<file path="src/rtl/m68k_bus_front.sv">
// m68k_bus_front: front end between the 68000 pins and the _cpu bus-cycle sequencer.
// Synchronises /AS, /UDS and /LDS, turns them into dreqin/sizin/rwin for _cpu, latches
// the address and write data, captures read data on erd, and returns /DTACK or /BERR.
//
// Ports
//   sys_clk, reset              clock (rising edge) and asynchronous active-high reset
//   cpu_asl/udsl/ldsl, cpu_rw   68000 strobes (asynchronous) and R/W (1 = read)
//   cpu_addr, cpu_dout          68000 A[23:1] and write data
//   cpu_din                     read data latch presented to the 68000
//   cpu_dtackl, cpu_berrl       /DTACK and /BERR back to the 68000, active low
//   dreqin, sizin, rwin         request set to _cpu (sizin = {UDSL,LDSL})
//   dtackl, erd                 _cpu cycle-done (active low) and read-data-valid strobe
//   bus_din                     read data from the system bus
//   bus_addr, bus_dout          byte address {A[23:1],0} and write data to the bus
//   bus_dout_oe                 write-data drive enable
module m68k_bus_front #(
    parameter int unsigned SYNC_STAGES = 2,
    parameter int unsigned TIMEOUT     = 255
) (
    input  logic        sys_clk,
    input  logic        reset,
    input  logic        cpu_asl,
    input  logic        cpu_udsl,
    input  logic        cpu_ldsl,
    input  logic        cpu_rw,
    input  logic [22:0] cpu_addr,
    input  logic [15:0] cpu_dout,
    output logic [15:0] cpu_din,
    output logic        cpu_dtackl,
    output logic        cpu_berrl,
    output logic        dreqin,
    output logic [1:0]  sizin,
    output logic        rwin,
    input  logic        dtackl,
    input  logic        erd,
    input  logic [15:0] bus_din,
    output logic [23:0] bus_addr,
    output logic [15:0] bus_dout,
    output logic        bus_dout_oe
);

    localparam int unsigned CNT_W = 8;
    localparam logic [CNT_W-1:0] TIMEOUT_C = CNT_W'(TIMEOUT);

    typedef enum logic [2:0] {
        ST_IDLE,
        ST_REQ,
        ST_ACK,
        ST_BERR,
        ST_DONE
    } state_t;

    state_t state, state_nxt;

    logic [SYNC_STAGES-1:0] as_sync, uds_sync, lds_sync;
    logic                   sas, suds, slds, start;

    // Counts REQ cycles including the current one; saturates at TIMEOUT.
    logic [CNT_W-1:0] cnt, cnt_nxt;

    logic        dreqin_nxt, rwin_nxt, cpu_dtackl_nxt, cpu_berrl_nxt, bus_dout_oe_nxt;
    logic [1:0]  sizin_nxt;
    logic [15:0] cpu_din_nxt, bus_dout_nxt;
    logic [23:0] bus_addr_nxt;

    // Strobe synchronisers; idle value is 1 so reset never looks like a bus cycle.
    always_ff @(posedge sys_clk or posedge reset) begin
        if (reset) begin
            as_sync  <= '1;
            uds_sync <= '1;
            lds_sync <= '1;
        end else begin
            as_sync  <= {as_sync[SYNC_STAGES-2:0], cpu_asl};
            uds_sync <= {uds_sync[SYNC_STAGES-2:0], cpu_udsl};
            lds_sync <= {lds_sync[SYNC_STAGES-2:0], cpu_ldsl};
        end
    end

    assign sas   = as_sync[SYNC_STAGES-1];
    assign suds  = uds_sync[SYNC_STAGES-1];
    assign slds  = lds_sync[SYNC_STAGES-1];
    assign start = ~sas & (~suds | ~slds);

    // State and registered outputs.
    always_ff @(posedge sys_clk or posedge reset) begin
        if (reset) begin
            state       <= ST_IDLE;
            cnt         <= '0;
            dreqin      <= 1'b0;
            sizin       <= 2'b11;
            rwin        <= 1'b1;
            cpu_dtackl  <= 1'b1;
            cpu_berrl   <= 1'b1;
            cpu_din     <= '0;
            bus_addr    <= '0;
            bus_dout    <= '0;
            bus_dout_oe <= 1'b0;
        end else begin
            state       <= state_nxt;
            cnt         <= cnt_nxt;
            dreqin      <= dreqin_nxt;
            sizin       <= sizin_nxt;
            rwin        <= rwin_nxt;
            cpu_dtackl  <= cpu_dtackl_nxt;
            cpu_berrl   <= cpu_berrl_nxt;
            cpu_din     <= cpu_din_nxt;
            bus_addr    <= bus_addr_nxt;
            bus_dout    <= bus_dout_nxt;
            bus_dout_oe <= bus_dout_oe_nxt;
        end
    end

    // Next state and next output values.
    always_comb begin
        state_nxt       = state;
        cnt_nxt         = cnt;
        dreqin_nxt      = dreqin;
        sizin_nxt       = sizin;
        rwin_nxt        = rwin;
        cpu_dtackl_nxt  = cpu_dtackl;
        cpu_berrl_nxt   = cpu_berrl;
        cpu_din_nxt     = cpu_din;
        bus_addr_nxt    = bus_addr;
        bus_dout_nxt    = bus_dout;
        bus_dout_oe_nxt = bus_dout_oe;

        // Read data is only taken on read cycles so writes never disturb cpu_din.
        if ((state == ST_REQ || state == ST_ACK) && erd && rwin) begin
            cpu_din_nxt = bus_din;
        end

        case (state)
            ST_IDLE: begin
                cnt_nxt = '0;
                if (start) begin
                    state_nxt       = ST_REQ;
                    bus_addr_nxt    = {cpu_addr, 1'b0};
                    rwin_nxt        = cpu_rw;
                    sizin_nxt       = {suds, slds};
                    bus_dout_nxt    = cpu_dout;
                    dreqin_nxt      = 1'b1;
                    bus_dout_oe_nxt = ~cpu_rw;
                    cnt_nxt         = CNT_W'(1);
                end
            end
            ST_REQ: begin
                if (cnt != TIMEOUT_C) begin
                    cnt_nxt = cnt + CNT_W'(1);
                end
                // _cpu completion wins over a timeout landing on the same edge.
                if (!dtackl) begin
                    state_nxt      = ST_ACK;
                    cpu_dtackl_nxt = 1'b0;
                end else if (cnt == TIMEOUT_C) begin
                    state_nxt       = ST_BERR;
                    cpu_berrl_nxt   = 1'b0;
                    dreqin_nxt      = 1'b0;
                    bus_dout_oe_nxt = 1'b0;
                end
            end
            ST_ACK: begin
                if (sas) begin
                    state_nxt       = ST_DONE;
                    dreqin_nxt      = 1'b0;
                    cpu_dtackl_nxt  = 1'b1;
                    bus_dout_oe_nxt = 1'b0;
                    cnt_nxt         = '0;
                end
            end
            ST_BERR: begin
                if (sas) begin
                    state_nxt     = ST_DONE;
                    cpu_berrl_nxt = 1'b1;
                    cnt_nxt       = '0;
                end
            end
            ST_DONE: begin
                // Hold off any new cycle until _cpu has released dtackl.
                if (dtackl) begin
                    state_nxt = ST_IDLE;
                end
            end
            default: begin
                state_nxt = ST_IDLE;
            end
        endcase
    end

endmodule

</file>
<file path="config.mk">
export PLATFORM = sky130hd
export DESIGN_NAME = m68k_bus_front
export DESIGN_NICKNAME = d
export VERILOG_FILES = /design/src/rtl/m68k_bus_front.sv
export SDC_FILE = /design/constraint.sdc
export NUM_CORES = 1
export LEC_CHECK = 0
export ABC_AREA = 1
export BUFFER_PORTS_ARGS = -buffer_cell sky130_fd_sc_hd__buf_2
export CAP_MARGIN = 25
export CORE_MARGIN = 2
export CORE_UTILIZATION = 52
export CTS_CLUSTER_DIAMETER = 120
export DETAILED_ROUTE_END_ITERATION = 10
export PLACE_DENSITY_LB_ADDON = 0.12
export RECOVER_POWER = 100
export SETUP_SLACK_MARGIN = 0.02
export SLEW_MARGIN = 10
export SYNTH_ARGS = -nofsm -noshare
export SYNTH_HDL_FRONTEND = slang
export SYNTH_SLANG_ARGS = --single-unit
export TNS_END_PERCENT = 100
</file>
<file path="constraint.sdc">
create_clock -name sys_clk -period 7.15 [get_ports sys_clk]
set_clock_uncertainty 0.2 [all_clocks]
set_input_delay 0.3575 -clock sys_clk [delete_from_list [all_inputs] [get_ports sys_clk]]
set_output_delay 0.3575 -clock sys_clk [all_outputs]
set_load 0.1 [all_outputs]
</file>
Word-level counts from Yosys, hierarchy flattened
Cells that the tools add are included.

word-level totals
  flip-flop bits (word level) = 79
  input port bits = 63
  output and inout bits = 63
  logic and storage cells = 73

operators by class
  add/subtract/negate cells = 1
  equal/unequal tests = 16
  multiplexer cells = 21
  bitwise gates (word level) = 6
  reductions and logical operators = 15

operators with widths
  operator               number
  $pmux W8 S3            1
  $mux W8                2
  $mux W3                5
  $ne A2 B2 Y1 const B   6
  $pmux W3 S4            1
  $add A8 B1 Y8 const B  1
  $eq A8 B8 Y1 const B   1
  $mux W1                8
  $ne A8 B8 Y1 const B   1
  $reduce_and A4 Y1      2
  $eq A3 B2 Y1 const B   2
  $ne A2 B1 Y1 const B   3
  $pmux W1 S3            2
  $reduce_and A3 Y1      2
  $reduce_bool A3 Y1     2
  $reduce_and A5 Y1      1
  $not A1 Y1             4
  $pmux W1 S2            2
  $reduce_bool A2 Y1     2
  $eq A3 B1 Y1 const B   1
  $eq A3 B3 Y1 const B   1
  $logic_not A3 Y1       1
  $ne A3 B2 Y1 const B   1
  $logic_and A1 B1 Y1    2
  other kinds (5)        5

Longest topological paths before layout
  depth in word-level cells = 5
  mapped depth = 8

Least setup slack after synthesis
No wires, ideal clock.

  kind = flip-flop to flip-flop
  from = reg rwin
  to = reg cpu_din[15]
  library setup time = 0.125 ns
  arrival = 1.349 ns
  data required time = 6.825 ns
  setup slack = 5.476 ns
  stages on the path, launching flop included = 5
  path buffers = 1
  clock period less this slack = 1.674 ns
  cells stage by stage = dfstp_2 > nand3_2 > buf_4 > nand2_1 > o21ai_1

between the ends
  word-level cells in the longest chain between the ends = 1

RTL lines
  item                      line  text
  start: declaration        33    output logic rwin,
  start signal: assignment  103   rwin <= rwin_nxt;
  $logic_and A1 B1 Y1       128   if ((state == ST_REQ || state == ST_ACK) && erd && rwin) begin
  end signal: assignment    106   cpu_din <= cpu_din_nxt;
  end: declaration          28    output logic [15:0] cpu_din,

No other way between the ends.
A chain may end at the register's enable or synchronous reset.

==> results.yml <==
run_status:
  status: "finished, violations left"
  violations: "max-capacitance violations, max-slew violations"
grt:
  antenna_found_initial: 0
  groute.usage.overall_pct: 21.73
  grt_max_degree: 80
  grt_first_pass_wirelength_um: 12230
  grt_pass1_vias: 2758
  grt_overflow: 0
clocking:
  clk_pin_slew_ps: 80
  cts-root-buf: "clkbuf_8"
  cts_num_sinks: 79
  cts_setup_buffers: 0
  worstSkewPairLatency_ps: 340
  h-tree-depth: 3
  holdBufCountCts: 31
  numCtsBuffers: 9
  cts_tree: "built"
  cts_buffer_depth: 2
  cts_resized: 0
yosys:
  yosysTopAreaCell: "dfrtp_1"
  syn_nets: 443
  yosys.area.top_type_share_pct: 51.55
  async_flop_share_pct: 100.0
  synth-edff-count: 0
  syn-cell-area_sq_mm: 0.003301
  dominantRegCellSynth: "dfrtp_1"
  syn-instance-count: 379
  ys_ff_latch: 79
  synth_commonest_cells: "183 x nand2_1, 68 x dfrtp_1, 26 x inv_1"
  avgSynthCellArea_sq_um: 8.709
  ys_seq_area_share_pct: 60.31
  yosysMostFrequentCell: "nand2_1"
  yosysUniqueCellTypes: 24
  ys_warn_count: 0
  yosys-top-cells-area: "dfrtp_1 52%, nand2_1 21%, dfstp_2 8.8%"
setup_path:
  cp.arrival_ps: 4090
  path_buf_inv: 5
  cp_max_fo: 47
  critPathLaunchType: "input port"
  critical_path_class: "input port to async pin"
  critPathSlowestCell: "clkbuf_1"
  r2r-start: "state[0]$_DFFE_PP0P_"
  path_cells: "dlygate4sd3_1 -> buf_2 -> clkinvlp_2 -> clkbuf_1 -> clkbuf_1"
  rr_worst_depth: 5
  crit_path_max_incr_delay_ps: 1790
  crit_required_ps: 6900
  timing.rr.end: "bus_addr[14]$_DFFE_PP0P_"
  end_kind: "async pin"
  crit_family: "buffers and inverters"
  worst_path_most_repeated_cell: "clkbuf_1"
  r2r_slack_ps: 3160
routing:
  drt_iter0_drc: 163
  vias: 2912
  drt_wl_total_um: 7486
  vias_per_cell: 4.727
  drt_drc_violations_left: 0
  ant_nets: 0
  routedWlPerCell_um: 12.15
  first_pass_iters: 4
sta:
  finalHoldViolations: 0
  min_period_ps: 4337
  maxSlewHeadroom_pct: -60.24
  fmax_mhz: 230.6
  holdWs_ps: 16.09
  slew_viol_final: 128
  worst_pin_slew_ps: 2404
  finalCritPeriodShare_pct: 60.66
  rsz0062_at_grt: "false"
  fin_tns_setup_ps: 0
  fin_ws_ps: 2813
  setup_viol: 0
final_layout:
  area_growth_pct: 32.71
  finalNonFillerCells: 616
  fin_nets: 598
  n_antenna_cell: 0
  layout-drive-gt1-share_pct: 18.00
placed_design:
  place_inst: 567
  place_ws_ps: 4374
  port_buffers: 124
  gp_congestion: 0.9167
  detailed_place_hpwl_um: 4603
floorplan:
  die_w_um: 83.67
  die_h_um: 83.67
  fp.dieArea_sq_mm: 0.007001
  initial_core_util_pct: 52.89
  placementRows: 29
  coreArea_sq_mm: 0.006241
  io_pins: 126
min_path:
  hold_start: "cpu_dout[11]"
  hold_path.class: "input port to register"
  holdPathStages: 3
  min_to: "bus_dout[11]$_DFFE_PP0P_"
run:
  maxCapViolCount: 3
-- cells by family after synthesis --
kind of cell | Yosys count | share of synthesized area, %
compound gates | 35 | 5.952
buf+inv | 42 | 5.800
flops | 79 | 60.31
other cells | 1 | 0.1136
fa+ha+maj | 1 | 0.3790
simple gates | 221 | 27.45
-- sequential cells by signal, summed over array words and instances (netlist names) --
register / count
cnt: 8
as_sync: 2
bus_dout_oe: 1
bus_addr: 23
cpu_din: 16
sizin: 2
cpu_berrl: 1
uds_sync: 2
dreqin: 1
rwin: 1
cpu_dtackl: 1
lds_sync: 2
bus_dout: 16
state: 3
-- layout make-up --
type | instances | area, sq um
inverter | 28 | 106.4
clock inverter | 6 | 108.9
multi-input combinational | 258 | 1080
tap | 77 | 96.34
timing repair buffer | 158 | 870.8
clock buffer | 10 | 127.6
fill | 507 | 1861
sequential | 79 | 1991
-- worst reg2reg max path, cell delays in order (launching register included) --
cell     delay (ps)
dfrtp_1         460
nor2_1          240
nand3_1        1180
inv_1          1550
nand2_1         180
nand2_1         110
-- per-layer routing --
layer  part of all wire [%]  vias to the layer above  wire [um]  track usage (%)
li1                       -                     1467          -                -
met4                    2.4                        0        182            9.971
met1                     42                     1331       3156            26.57
met3                    5.6                       19        422            5.440
met2                     50                       95       3725            36.36
met5                      0                        -          0                0
-- worst max path at each step --
stage | start | end | slack (ps) | depth (start not counted)
detailed placement | state[0]$_DFFE_PP0P_ | bus_addr[14]$_DFFE_PP0P_ | 4370 | 5
floorplan | reset | bus_addr[10]$_DFFE_PP0P_ | 4590 | 1
global placement | as_sync[1]$_DFF_PP1_ | bus_dout[11]$_DFFE_PP0P_ | 4440 | 5
global route | reset | cnt[4]$_DFFE_PP0P_ | 2090 | 5
finish | reset | cnt[7]$_DFFE_PP0P_ | 2810 | 5
CTS | as_sync[1]$_DFF_PP1_ | bus_addr[14]$_DFFE_PP0P_ | 4360 | 5
-- through the flow --
step | utilization (%) | cell area, sq um
6_report | 70.19 | 4380
2_1_floorplan | - | 3301
5_1_grt | 70.19 | 4380
3_5_place_dp | 63.13 | 3940
4_1_cts | 71.89 | 4487
3_3_place_gp | 63.13 | 3940
-- placed cells by master (no fill, tap or decap), types with 2 or more instances in the layout --
| cell | synthesis | layout |
|---|---|---|
| buf_2 | 9 | 62 |
| dlygate4sd3_1 | 0 | 32 |
| o21ai_0 | 6 | 24 |
| clkbuf_1 | 0 | 65 |
| clkinv_2 | 0 | 2 |
| dfstp_2 | 11 | 11 |
| nor2_1 | 9 | 12 |
| o21ai_1 | 19 | 4 |
| nor2_2 | 6 | 3 |
| dfrtp_1 | 68 | 68 |
| nand2_1 | 183 | 185 |
| bufinv_16 | 0 | 3 |
| nand3_1 | 14 | 17 |
| o21bai_1 | 2 | 2 |
| inv_1 | 26 | 26 |
| nor2_4 | 2 | 2 |
| a21oi_1 | 3 | 3 |
| clkbuf_8 | 0 | 9 |
Power is left out: the tool's default activity adds up to more than one toggle a clock period on the data nets, which glitch-free logic cannot reach.
